$ cat config.mk
export PLATFORM = sky130hd
export DESIGN_NAME = enemy_bullet_scheduler
export DESIGN_NICKNAME = d
export VERILOG_FILES = /design/src/rtl/enemy_bullet_scheduler.sv
export SDC_FILE = /design/constraint.sdc
export NUM_CORES = 2
export LEC_CHECK = 0
export CORE_AREA = 4 4 375 377
export CTS_CLUSTER_SIZE = 12
export DETAILED_ROUTE_END_ITERATION = 16
export DIE_AREA = 0 0 379 381
export GPL_ROUTABILITY_DRIVEN = 1
export PLACE_DENSITY = 0.55
export SETUP_SLACK_MARGIN = 0.2
export SYNTH_ARGS = -nofsm -noshare
export SYNTH_HDL_FRONTEND = slang
export SYNTH_SLANG_ARGS = --single-unit
$ cat constraint.sdc
create_clock -name i_Clk -period 19.7 [get_ports i_Clk]
set_clock_uncertainty 0.05 [all_clocks]
set_input_delay 3.94 -clock i_Clk [delete_from_list [all_inputs] [get_ports i_Clk]]
set_output_delay 3.94 -clock i_Clk [all_outputs]
set_load 0.05 [all_outputs]
$ cat src/rtl/enemy_bullet_scheduler.sv
// enemy_bullet_scheduler
//   Owns the enemy bullet pool. It grants enemy fire requests round-robin, at
//   most one per cycle, and places each granted shot in the lowest free slot.
//   On each frame move tick it moves live bullets down the screen. Bullets are
//   retired when they pass the screen bottom or when collision logic kills them.
//
// Ports
//   i_Clk            system clock, rising edge
//   i_Rst_n          synchronous active-low reset
//   i_FireReq        per-requester fire request, held until granted
//   i_FirePos        per-requester spawn position {x[9:0], y[8:0]}
//   o_FireGnt        registered one-hot grant, one cycle wide
//   i_MoveTick       once-per-frame move pulse
//   i_HitKill        per-slot kill from collision logic
//   o_BulletState    registered slot active flags
//   o_BulletPosition registered slot positions {x[9:0], y[8:0]}
//   o_ActiveCount    number of active slots
//   o_Full           all slots active
module enemy_bullet_scheduler #(
    parameter int NUM_REQ  = 15,
    parameter int NUM_SLOT = 31,
    parameter int SCREEN_H = 480,
    parameter int STEP     = 1
) (
    input  logic                   i_Clk,
    input  logic                   i_Rst_n,
    input  logic [NUM_REQ-1:0]     i_FireReq,
    input  logic [NUM_REQ*19-1:0]  i_FirePos,
    output logic [NUM_REQ-1:0]     o_FireGnt,
    input  logic                   i_MoveTick,
    input  logic [NUM_SLOT-1:0]    i_HitKill,
    output logic [NUM_SLOT-1:0]    o_BulletState,
    output logic [NUM_SLOT*19-1:0] o_BulletPosition,
    output logic [5:0]             o_ActiveCount,
    output logic                   o_Full
);

    localparam int POS_W  = 19;
    localparam int Y_W    = 9;
    localparam int REQ_W  = (NUM_REQ > 1) ? $clog2(NUM_REQ) : 1;
    localparam int IDX_W  = REQ_W + 1;
    localparam int SLOT_W = (NUM_SLOT > 1) ? $clog2(NUM_SLOT) : 1;

    logic [NUM_SLOT-1:0]       state_q, state_d;
    logic [NUM_SLOT*POS_W-1:0] pos_q, pos_d;
    logic [NUM_REQ-1:0]        gnt_q, gnt_d;
    logic [REQ_W-1:0]          ptr_q, ptr_d;

    logic [NUM_REQ-1:0] eligible;
    logic [IDX_W-1:0]   search_idx;
    logic               req_found;
    logic [REQ_W-1:0]   win_req;
    logic               slot_found;
    logic [SLOT_W-1:0]  free_slot;
    logic               win;
    logic [POS_W-1:0]   spawn_pos;
    logic [9:0]         new_y;
    logic [5:0]         active_cnt;

    // Round-robin search starting at the pointer. A requester whose grant is
    // visible this cycle is masked, so its still-high request is not granted twice.
    always_comb begin
        eligible   = i_FireReq & ~gnt_q;
        req_found  = 1'b0;
        win_req    = '0;
        search_idx = '0;
        for (int i = 0; i < NUM_REQ; i++) begin
            search_idx = {1'b0, ptr_q} + IDX_W'(i);
            if (search_idx >= IDX_W'(NUM_REQ)) begin
                search_idx = search_idx - IDX_W'(NUM_REQ);
            end
            if (!req_found && eligible[search_idx[REQ_W-1:0]]) begin
                req_found = 1'b1;
                win_req   = search_idx[REQ_W-1:0];
            end
        end
    end

    // Lowest free slot. Allocation uses the pre-edge state, so a slot freed
    // this cycle can only be reused on the following cycle.
    always_comb begin
        slot_found = 1'b0;
        free_slot  = '0;
        for (int s = 0; s < NUM_SLOT; s++) begin
            if (!slot_found && !state_q[s]) begin
                slot_found = 1'b1;
                free_slot  = SLOT_W'(s);
            end
        end
    end

    always_comb begin
        spawn_pos = '0;
        for (int r = 0; r < NUM_REQ; r++) begin
            if (REQ_W'(r) == win_req) begin
                spawn_pos = i_FirePos[POS_W*r +: POS_W];
            end
        end
    end

    assign win = req_found & slot_found;

    always_comb begin
        gnt_d = '0;
        ptr_d = ptr_q;
        if (win) begin
            gnt_d[win_req] = 1'b1;
            ptr_d = (win_req == REQ_W'(NUM_REQ - 1)) ? '0 : win_req + 1'b1;
        end
    end

    // Per-slot update. A kill takes priority over movement. The y sum is 10 bits
    // wide, so a bullet near y=511 is retired and never wraps to the top.
    always_comb begin
        state_d = state_q;
        pos_d   = pos_q;
        new_y   = '0;
        for (int s = 0; s < NUM_SLOT; s++) begin
            if (state_q[s]) begin
                if (i_HitKill[s]) begin
                    state_d[s] = 1'b0;
                end else if (i_MoveTick) begin
                    new_y = {1'b0, pos_q[POS_W*s +: Y_W]} + 10'(STEP);
                    if (new_y >= 10'(SCREEN_H)) begin
                        state_d[s] = 1'b0;
                    end else begin
                        pos_d[POS_W*s +: Y_W] = new_y[Y_W-1:0];
                    end
                end
            end else if (win && (free_slot == SLOT_W'(s))) begin
                // A freshly spawned bullet is loaded as-is, even on a move tick.
                state_d[s]              = 1'b1;
                pos_d[POS_W*s +: POS_W] = spawn_pos;
            end
        end
    end

    always_comb begin
        active_cnt = '0;
        for (int s = 0; s < NUM_SLOT; s++) begin
            active_cnt = active_cnt + 6'(state_q[s]);
        end
    end

    always_ff @(posedge i_Clk) begin
        if (!i_Rst_n) begin
            state_q <= '0;
            pos_q   <= '0;
            gnt_q   <= '0;
            ptr_q   <= '0;
        end else begin
            state_q <= state_d;
            pos_q   <= pos_d;
            gnt_q   <= gnt_d;
            ptr_q   <= ptr_d;
        end
    end

    assign o_FireGnt        = gnt_q;
    assign o_BulletState    = state_q;
    assign o_BulletPosition = pos_q;
    assign o_ActiveCount    = active_cnt;
    assign o_Full           = (active_cnt == 6'(NUM_SLOT));

endmodule

==> flow_summary.toml <==
[sta]
max_freq_mhz = 88.2
period_needed_ns = 11.34
finalMaxSlewViolations = 0
setup_violations = 0
hold_viol = 0
holdWs_ns = 0.448
fin_tns_setup_ns = 0
worst_pin_slew_ns = 1.14
rsz0062_at_grt = "false"
post-route-period-util = 0.576
slew_headroom = 0.236

[setup_path]
cp_common_cell = "buf_4"
critPathKind = "in2reg"
path_cells = "clkdlybuf4s50_1 > nor2b_1 > a221oi_1 > a2111oi_0 > buf_4 > or3b_1 > a21oi_1 > or3_1 > nor3_1 > a221oi_1 > o31a_1 > o21a_2 > buf_4 > nand4_1 > o22a_1 > o21ai_1 > a211o_1 > buf_4 > and2_1 > a21oi_1"
cp-end-kind = "flip-flop"
worst_ep_arrival_time_ns = 11.83
rr_worst_depth = 23
r2r-start = "ptr_q[1]"
worstPathRequired_ns = 20.18
startpoint = "i_FireReq[2]"
reg2reg_slack_ns = 9.44
regToRegEndpoint = "o_BulletPosition[72]"
crit_end = "o_BulletPosition[72]"
cpPeakStageDelay_ns = 1.07
crit_slowest_cell = "nand4_1"
start_kind = "primary input"
cp_max_fo = 56

[yosys]
synthTopCellsByArea = "dfxtp_1 (31%), a21oi_1 (6.3%), o21ai_0 (5.4%)"
synth-xor-area-share = 0.00829
synth_cell_types = 122
synth.avg_cell_area_sq_um = 7.67
synth_area_leader_cell = "dfxtp_1"
synth_edf_count = 0
synth_compound_area_frac = 0.307
synthMuxAreaShare = 0.0364
syn-num-nets = 5738
synth_top_family_by_area = "compound AO/OA/AOI/OAI gates"
synthCells = 5295
ys.flop_type = "dfxtp_1"
synth-simple-area-share = 0.239
yosysSeqAreaShare = 0.315
yosys_warnings = 0
synth.cell_area_sq_mm = 0.0406
synthArstFlopShare = 0
synth.top_cell.area_share = 0.315
synth_seq_cells = 639
synth-adder-area-share = 0.0378

[cts]
cts.clk_slew.worst_paths_ns = 0.06
cts_hold_buffers = 0
cts_resized = 0
clk_latency_ns = 0.70
cts-root-buf = "clkbuf_16"
cts_sinks = 639
clockBufferDepth = 3
cts_setup_buffers = 0
cts_tree = "built"
htree_levels = 3
cts_buffers = 79

[layout]
layout_common_cells = "clkdlybuf4s50_1 (973), dfxtp_1 (636), nand2_1 (521)"
final_common_cell = "clkdlybuf4s50_1"
final_util = 0.399
layout.nets = 6497
fillCellCount = 14016
drive_gt1_frac = 0.0734
synthToLayoutAreaGrowth_pct = 34.8

[floorplan]
start_util = 0.296
fp.dieH_microns = 381
io_pins = 976
num_rows = 136
die_w_microns = 379
die_area_sq_mm = 0.144
core-area_sq_mm = 0.137

[global_routing]
antenna_found_initial = 21
grt_first_pass_wirelength_microns = 337000
grtUsageMet3 = 0.117
overflow = 0
grt_pass1_vias = 44218
use_met1 = 0.378
grt_busiest_layer = "met2"
grt_usage = 0.317
grt_max_degree = 124
grt_use_met2 = 0.494

[placement]
io_buffers = 975
dp_hpwl_microns = 175000
gp_congestion = 1.07

[drt]
avgRoutedWirePerCell_microns = 30.5
first_iter_violations = 5108
num_vias = 47675
drtPass1Iterations = 8
viasPerCell = 6.02
wl_microns = 242000
ant_nets = 0
drcViolationCount = 0

[outcome]
status = "complete, no violations"

[flow_run]
drv_cap = 0

[min_path]
min_path_type = "reg2reg"
## area by class of cell
| type | instances | area, sq um | area share |
|---|---|---|---|
| clock buffer | 112 | 2270 | 0.0415 |
| sequential | 639 | 12800 | 0.234 |
| tap | 1794 | 2240 | 0.0410 |
| multi-input combinational | 4132 | 25900 | 0.473 |
| antenna | 9 | 22.5 | 0.000411 |
| timing repair buffer | 1109 | 10800 | 0.197 |
| clock inverter | 30 | 423 | 0.00772 |
| inverter | 93 | 357 | 0.00651 |
## synthesized netlist by cell type (37+ instances only)
master    number
nand3_1      218
and3_1       107
dfxtp_1      639
a21oi_1      511
a221oi_1      51
mux2i_1       80
o21ai_0      440
and2_1        44
a22oi_1       48
o221ai_1      59
nand4_1      100
nor2_1       422
mux2_2        37
ha_1          86
nor2b_1       54
nand2_1      521
o211ai_1      52
clkbuf_1     292
nor3_1       164
a31oi_1       91
a211oi_1     165
o22ai_1       76
buf_2         95
inv_1         80
a32oi_1       47
nand2b_1      77
## metal layers
metal	part of all wire	up-vias
met5	0.00079	-
met3	0.11	545
met1	0.38	23117
met2	0.44	2602
li1	-	21393
met4	0.061	18
## critical path: cells and delay by family
family	cells	cell delay, ns
simple gates	6	3.34
compound gates	10	2.78
buf+inv	4	1.72
## state kept, by name, summed over array words and instances, names as in the netlist
register and count:
o_BulletState 31, o_BulletPosition 589, o_FireGnt 15, ptr_q 4
## worst min path at each step
stage | startpoint | end | cells after the start
2_1_floorplan | o_BulletPosition[460] | o_BulletPosition[460] | 2
3_3_place_gp | o_BulletPosition[302] | o_BulletPosition[302] | 2
3_5_place_dp | o_BulletPosition[358] | o_BulletPosition[358] | 2
4_1_cts | o_BulletPosition[299] | o_BulletPosition[299] | 2
5_1_grt | o_BulletPosition[333] | o_BulletPosition[333] | 2
6_report | o_BulletPosition[358] | o_BulletPosition[358] | 2
## cells by family (layout without fill, tap and decap cells)
logic type / after synthesis / count (layout)
flip-flops: 639 / 639
buffers and inverters: 524 / 1344
XOR/XNOR: 35 / 35
multiplexers: 129 / 129
other: 0 / 9
adder cells (fa/ha/maj): 109 / 109
AND/OR/NAND/NOR: 1939 / 1939
AO/OA/AOI/OAI: 1920 / 1920
## per-stage QoR
step           std cells  setup slack [ns]  instance area, sq um
3_3_place_gp        7767              7.99                 52000
3_5_place_dp        7767              7.82                 52000
4_1_cts             7909              8.42                 54700
6_report            7918              8.36                 54800
5_1_grt             7912              7.98                 54700
2_1_floorplan       5295              9.26                 40600
Power is not shown: default switching activity piles up to over one toggle a cycle in this logic, so the estimate is an artifact.
